==> src/rtl/mips_pc_pkg.sv <==
// Shared defaults and redirect-select encoding for the fetch PC sequencer.
package mips_pc_pkg;

  localparam int unsigned ADDR_W_DEF = 30;
  localparam int unsigned IMM_W_DEF  = 16;
  localparam int unsigned JIDX_W_DEF = 26;
  localparam logic [ADDR_W_DEF-1:0] RESET_PC_DEF = '0;

  // Which source feeds the next fetch PC
  typedef enum logic [1:0] {
    SEL_SEQ = 2'd0,
    SEL_BR  = 2'd1,
    SEL_JMP = 2'd2,
    SEL_JR  = 2'd3
  } pc_sel_e;

endpackage

==> src/rtl/pc_ras.sv <==
// Circular return-address stack: push overwrites the oldest entry when full,
// pop returns the newest; only built when PC_SEQ_RAS_EN is defined.
module pc_ras #(
  parameter int ADDR_W    = 30,
  parameter int RAS_DEPTH = 4
) (
  input  logic              i_clk,
  input  logic              i_rst_n,
  input  logic              i_push,
  input  logic              i_pop,
  input  logic [ADDR_W-1:0] i_data,
  output logic [ADDR_W-1:0] o_top,
  output logic              o_empty
);

  localparam int PTR_W = $clog2(RAS_DEPTH);

  logic [ADDR_W-1:0] mem_q [RAS_DEPTH];
  logic [PTR_W-1:0]  ptr_q, ptr_d;
  logic [PTR_W:0]    cnt_q, cnt_d;

  // ptr_q is the next write slot, so the newest entry sits one below it
  assign o_top   = mem_q[ptr_q - PTR_W'(1)];
  assign o_empty = (cnt_q == '0);

  always_comb begin
    ptr_d = ptr_q;
    cnt_d = cnt_q;
    if (i_push) begin
      ptr_d = ptr_q + PTR_W'(1);
      if (cnt_q != (PTR_W+1)'(RAS_DEPTH)) cnt_d = cnt_q + (PTR_W+1)'(1);
    end else if (i_pop && !o_empty) begin
      ptr_d = ptr_q - PTR_W'(1);
      cnt_d = cnt_q - (PTR_W+1)'(1);
    end
  end

  always_ff @(posedge i_clk or negedge i_rst_n) begin
    if (!i_rst_n) begin
      ptr_q <= '0;
      cnt_q <= '0;
    end else begin
      ptr_q <= ptr_d;
      cnt_q <= cnt_d;
    end
  end

  always_ff @(posedge i_clk) begin
    if (i_push) mem_q[ptr_q] <= i_data;
  end

endmodule

==> src/rtl/pc_sequencer.sv <==
// Fetch PC register and decode-stage next-PC resolution (BEQ/BNE/J/JAL/JR).
// Define PC_SEQ_RAS_EN to add a return-address stack for JAL/JR-return pairs.
module pc_sequencer
  import mips_pc_pkg::*;
#(
  parameter int                ADDR_W    = ADDR_W_DEF,
  parameter int                IMM_W     = IMM_W_DEF,
  parameter int                JIDX_W    = JIDX_W_DEF,
  parameter logic [ADDR_W-1:0] RESET_PC  = ADDR_W'(RESET_PC_DEF),
  parameter int                RAS_DEPTH = 4
) (
  input  logic              i_clk,
  input  logic              i_rst_n,
  input  logic              i_stall,
  input  logic              i_valid,
  input  logic              i_Beq,
  input  logic              i_Bne,
  input  logic              i_Zero,
  input  logic              i_J,
  input  logic              i_Jal,
  input  logic              i_Jr,
  input  logic              i_Ret,
  input  logic [JIDX_W-1:0] i_imm,
  input  logic [ADDR_W-1:0] i_rs_target,
  output logic [ADDR_W-1:0] o_PC,
  output logic [ADDR_W-1:0] o_dec_PC1,
  output logic              o_PCSrc,
  output logic              o_flush
);

  logic [ADDR_W-1:0] pc_q, pc_d;
  logic [ADDR_W-1:0] dec_pc1_q, dec_pc1_d;
  logic [ADDR_W-1:0] seq_pc, br_pc, jmp_pc, jr_pc, next_pc, imm_sext;
  logic              br_cond, take;
  pc_sel_e           sel;

  assign imm_sext = {{(ADDR_W-IMM_W){i_imm[IMM_W-1]}}, i_imm[IMM_W-1:0]};
  assign seq_pc   = pc_q + ADDR_W'(1);
  assign br_pc    = dec_pc1_q + imm_sext;
  assign jmp_pc   = {dec_pc1_q[ADDR_W-1:JIDX_W], i_imm};
  assign br_cond  = (i_Beq & i_Zero) | (i_Bne & ~i_Zero);
  // Reset forces the redirect low so an in-flight branch cannot leak out
  assign take     = i_rst_n & i_valid & ~i_stall & (i_Jr | i_J | i_Jal | br_cond);

`ifdef PC_SEQ_RAS_EN
  logic              ras_push, ras_pop, ras_empty;
  logic [ADDR_W-1:0] ras_top;

  assign ras_push = (sel == SEL_JMP) & i_Jal;
  assign ras_pop  = (sel == SEL_JR) & i_Ret & ~ras_empty;
  assign jr_pc    = ras_pop ? ras_top : i_rs_target;

  pc_ras #(
    .ADDR_W   (ADDR_W),
    .RAS_DEPTH(RAS_DEPTH)
  ) u_ras (
    .i_clk  (i_clk),
    .i_rst_n(i_rst_n),
    .i_push (ras_push),
    .i_pop  (ras_pop),
    .i_data (dec_pc1_q),
    .o_top  (ras_top),
    .o_empty(ras_empty)
  );
`else
  logic [31:0] unused_cfg;
  assign unused_cfg = 32'(RAS_DEPTH) ^ {31'b0, i_Ret};
  assign jr_pc      = i_rs_target;
`endif

  always_comb begin
    sel = SEL_SEQ;
    if (take) begin
      if (i_Jr)              sel = SEL_JR;
      else if (i_J || i_Jal) sel = SEL_JMP;
      else                   sel = SEL_BR;
    end
    case (sel)
      SEL_BR:  next_pc = br_pc;
      SEL_JMP: next_pc = jmp_pc;
      SEL_JR:  next_pc = jr_pc;
      default: next_pc = seq_pc;
    endcase
    pc_d      = pc_q;
    dec_pc1_d = dec_pc1_q;
    if (!i_stall) begin
      pc_d      = next_pc;
      dec_pc1_d = seq_pc;
    end
  end

  always_ff @(posedge i_clk or negedge i_rst_n) begin
    if (!i_rst_n) begin
      pc_q      <= RESET_PC;
      dec_pc1_q <= RESET_PC;
    end else begin
      pc_q      <= pc_d;
      dec_pc1_q <= dec_pc1_d;
    end
  end

  assign o_PC      = pc_q;
  assign o_dec_PC1 = dec_pc1_q;
  assign o_PCSrc   = take;
  assign o_flush   = take;

endmodule

==> config.mk <==
export PLATFORM = sky130hd
export DESIGN_NAME = pc_sequencer
export DESIGN_NICKNAME = d
export VERILOG_FILES = /design/src/rtl/mips_pc_pkg.sv /design/src/rtl/pc_ras.sv /design/src/rtl/pc_sequencer.sv
export SDC_FILE = /design/constraint.sdc
export NUM_CORES = 1
export LEC_CHECK = 0
export ABC_AREA = 1
export CAP_MARGIN = 20
export CORE_MARGIN = 2
export CORE_UTILIZATION = 45
export CTS_CLUSTER_SIZE = 10
export DETAILED_ROUTE_END_ITERATION = 10
export PLACE_DENSITY_LB_ADDON = 0.1
export SYNTH_ARGS = -nofsm -noshare
export SYNTH_HDL_FRONTEND = slang
export SYNTH_SLANG_ARGS = --single-unit
==> constraint.sdc <==
create_clock -name i_clk -period 2.2 [get_ports i_clk]
set_input_delay 0.44 -clock i_clk [delete_from_list [all_inputs] [get_ports i_clk]]
set_output_delay 0.44 -clock i_clk [all_outputs]
set_load 0.02 [all_outputs]
==> results.py <==
metrics = {
    "status": {
        "status": "finished clean",
    },
    "worst_hold_path": {
        "hold_path.class": "in2async",
    },
    "timing": {
        "setup_violations": 0,
        "min_period_ns": 2.16,
        "slew_viol_final": 0,
        "finalCritPeriodShare_pct": 98.4,
        "hold_viol_final": 0,
        "clock-skew-final_ns": 0.00443,
        "relSlewSlack_pct": 50.0,
        "max_freq_mhz": 462,
        "tightestPinTransition_ns": 0.751,
        "fin_hold_ws_ns": 0.334,
    },
    "logic_synthesis": {
        "avgSynthCellArea_um2": 5.99,
        "synthDistinctLibCells": 41,
        "synth_compound_area_share_pct": 9.39,
        "ys_seq_area_share_pct": 25.5,
        "synth_top_family_by_area": "simple AND/OR/NAND/NOR gates",
        "synth_seq_cells": 60,
        "synthAdderAreaFrac_pct": 6.71,
        "yosys_warnings": 0,
        "synth_flop_cell": "dfrtp_1",
        "syn_nets": 1081,
        "synthXorXnorAreaFrac_pct": 4.16,
        "synth-simple-area-share_pct": 43.8,
        "synth_edf_count": 0,
        "synthCells": 983,
        "muxShareOfSynthArea_pct": 0,
        "syn_area_um2": 5890,
        "synthArstFlopShare_pct": 100,
    },
    "layout": {
        "fin_util_pct": 71.0,
        "syn_to_final_growth_pct": 53.4,
        "final_cell_area_um2": 9040,
        "fillers": 1127,
        "layout-drive-gt1-share_pct": 19.5,
        "antenna-diode-count": 0,
        "layout.nets": 1313,
    },
    "clock_tree": {
        "cts_inserted_buffers": 9,
        "postCtsHoldBufs": 0,
        "h-tree-depth": 3,
        "cts_sinks": 60,
        "cts_tree": "yes",
        "clk_latency_ns": 0.33,
        "cts.clk_slew.worst_paths_ns": 0.05,
        "cts_root_buf": "clkbuf_16",
        "clk_path_buf_depth": 2,
    },
    "power": {
        "powerDensity_nw_per_um2": 766,
        "p_clk_share_pct": 18.8,
        "peakVddDrop_mv": 0.600,
        "intPower_mw": 3.98,
        "power_frac_seq_pct": 25.5,
        "netSwitchingFraction_pct": 42.5,
        "p_leak_nw": 4.53,
        "p_comb_share_pct": 55.7,
        "switchingPower_mw": 2.94,
    },
    "flow_run": {
        "max_cap_viol_count": 0,
    },
    "floorplanning": {
        "die-area_um2": 14000,
        "ios": 129,
        "core_area_um2": 12700,
        "start_util_pct": 46.3,
        "fp-row-count": 41,
        "die_h_um": 118,
        "die_w_um": 118,
    },
    "global_route": {
        "grt_pass1_wl_um": 36300,
        "globalRouteOverflowTotal": 0,
        "antenna_found_initial": 1,
        "gr-usage-all-layers_pct": 33.2,
        "grt_max_degree": 61,
        "grt_pass1_vias": 6834,
    },
    "place": {
        "portBuffers": 127,
        "place_congestion": 0.973,
        "dp_hpwl_um": 18400,
        "dpl-instance-area_um2": 8160,
    },
    "critical_path": {
        "required_ns": 1.76,
        "reg2reg_from": "o_dec_PC1[7]",
        "end_kind": "output pin",
        "crit_fanout": 4,
        "crit_arrival_ns": 1.72,
        "r2r_cells": 13,
        "cp-startpoint": "i_J",
        "reg2reg_to": "o_PC[29]",
        "critPathCapture": "o_PCSrc",
        "reg2reg_slack_ns": 0.04,
        "worstSetupPathType": "in2out",
        "worst_setup_path_start_kind": "primary input",
    },
    "detailed_routing": {
        "drt-vias-per-instance": 5.39,
        "antenna_left": 0,
        "drt_iter0_markers": 701,
        "remaining_drc_errors": 0,
        "vias": 7491,
        "wl_um": 23900,
        "post_drt_wl_per_cell_um": 17.2,
        "dr.pass1.iters": 6,
    },
}
-- layout by cell type (no fill, tap or decap), types with 3 or more instances in the layout --
cell | Yosys | final
o21bai_1 | 3 | 3
dfrtp_1 | 60 | 58
clkdlybuf4s50_1 | 0 | 107
nand3b_1 | 4 | 4
a21oi_1 | 30 | 18
buf_12 | 0 | 3
a31oi_1 | 19 | 19
a22oi_1 | 4 | 4
nand2_1 | 372 | 360
ha_4 | 0 | 25
o21ai_0 | 20 | 18
nor2_2 | 1 | 13
nor3_1 | 20 | 16
o21ai_1 | 6 | 7
nand3_1 | 118 | 106
nand2_2 | 1 | 12
nor3_2 | 3 | 7
xor2_1 | 22 | 22
nand3_2 | 0 | 10
clkbuf_8 | 0 | 3
nand4_1 | 9 | 9
buf_6 | 2 | 3
ha_1 | 30 | 4
nor2_1 | 76 | 63
inv_1 | 125 | 125
a21oi_2 | 0 | 12
dlygate4sd2_1 | 0 | 5
clkbuf_16 | 0 | 9
buf_4 | 2 | 116
xnor2_1 | 6 | 6
dlymetal6s2s_1 | 0 | 11
o2111ai_1 | 5 | 5
or2_2 | 4 | 4
-- layout make-up --
cell class	instances	area [um^2]	share of cell area [%]
inverter	128	485	5.37
clock inverter	2	10.0	0.111
sequential	60	1500	16.6
clock buffer	12	267	2.95
tap	172	215	2.38
timing repair buffer	249	2250	24.9
multi-input combinational	767	4310	47.7
-- state kept, by name, summed over array words and instances (netlist names) --
name,count
o_PC,30
o_dec_PC1,30
-- how the worst min path moves through the flow --
stage,end,cells after the start
CTS,o_dec_PC1[1],2
global placement,o_PC[29],2
global route,o_dec_PC1[1],2
finish,o_dec_PC1[1],2
detailed placement,o_PC[29],2
floorplan,o_PC[0],0
-- Yosys cell counts (4+ instances only) --
| cell type | instances | area, um^2 |
|---|---|---|
| nand2_1 | 372 | 1400 |
| inv_1 | 125 | 469 |
| nand3_1 | 118 | 591 |
| nor2_1 | 76 | 285 |
| dfrtp_1 | 60 | 1500 |
| a21oi_1 | 30 | 150 |
| ha_1 | 30 | 375 |
| xor2_1 | 22 | 193 |
| nor3_1 | 20 | 100 |
| o21ai_0 | 20 | 100 |
| a31oi_1 | 19 | 119 |
| clkbuf_1 | 17 | 63.8 |
| nand4_1 | 9 | 56.3 |
| o21ai_1 | 6 | 30.0 |
| xnor2_1 | 6 | 52.6 |
| buf_2 | 5 | 25.0 |
| o2111ai_1 | 5 | 43.8 |
| a22oi_1 | 4 | 30.0 |
| nand3b_1 | 4 | 30.0 |
| or2_2 | 4 | 25.0 |
-- logic make-up (layout without fill, tap and decap cells) --
logic type	Yosys count	count (layout)
AOI/OAI and AO/OA	94	94
xor gates and xnor gates	28	28
adders and majority gates	31	31
buffers and inverters	156	391
DFF	60	60
and+or+nand+nor	614	614
-- critical path: stages --
cell and delay (ns):
clkdlybuf4s50_1 0.46, nor3_4 0.22, o211ai_2 0.16, nand2_2 0.11
inv_2 0.07, clkdlybuf4s15_2 0.26
-- power groups by stage --
stage	combinational (mW)	clock (mW)	sequential, mW
2_1_floorplan	1.53	0	1.90
3_3_place_gp	3.43	0	1.71
3_5_place_dp	3.46	0	1.71
4_1_cts	3.59	1.32	1.71
5_1_grt	4.20	1.37	1.79
6_report	3.85	1.30	1.77
-- routing by layer --
layer	share of wire [%]	routed length (um)	track usage (%)	up-vias
li1	-	-	-	3634
met1	44	10600	47.6	3453
met2	44	10400	50.5	366
met3	10	2410	6.95	38
met4	2.0	480	9.30	0
met5	0	0	0	-
-- metrics by stage --
step           setup slack (ns)  cells  setup TNS [ns]  total power [mW]
6_report                 0.0362   1390               0              6.92
2_1_floorplan           0.00233    983               0              3.42
3_3_place_gp             -0.457   1372          -10.14              5.14
4_1_cts                0.000987   1389               0              6.62
3_5_place_dp             -0.496   1372          -10.85              5.16
5_1_grt                 -0.0315   1390         -0.0568              7.36
-- timing repair --
action / 4_1_cts / 5_1_grt
resized for setup: 42 / 73
pin swaps: 8 / 8
endpoints found under the setup margin: 20 / 27
cloned: 1 / 0
buffers inserted: 2 / 1
endpoints found under the hold margin: 0 / 0
Power figures use the tool's default switching activity.
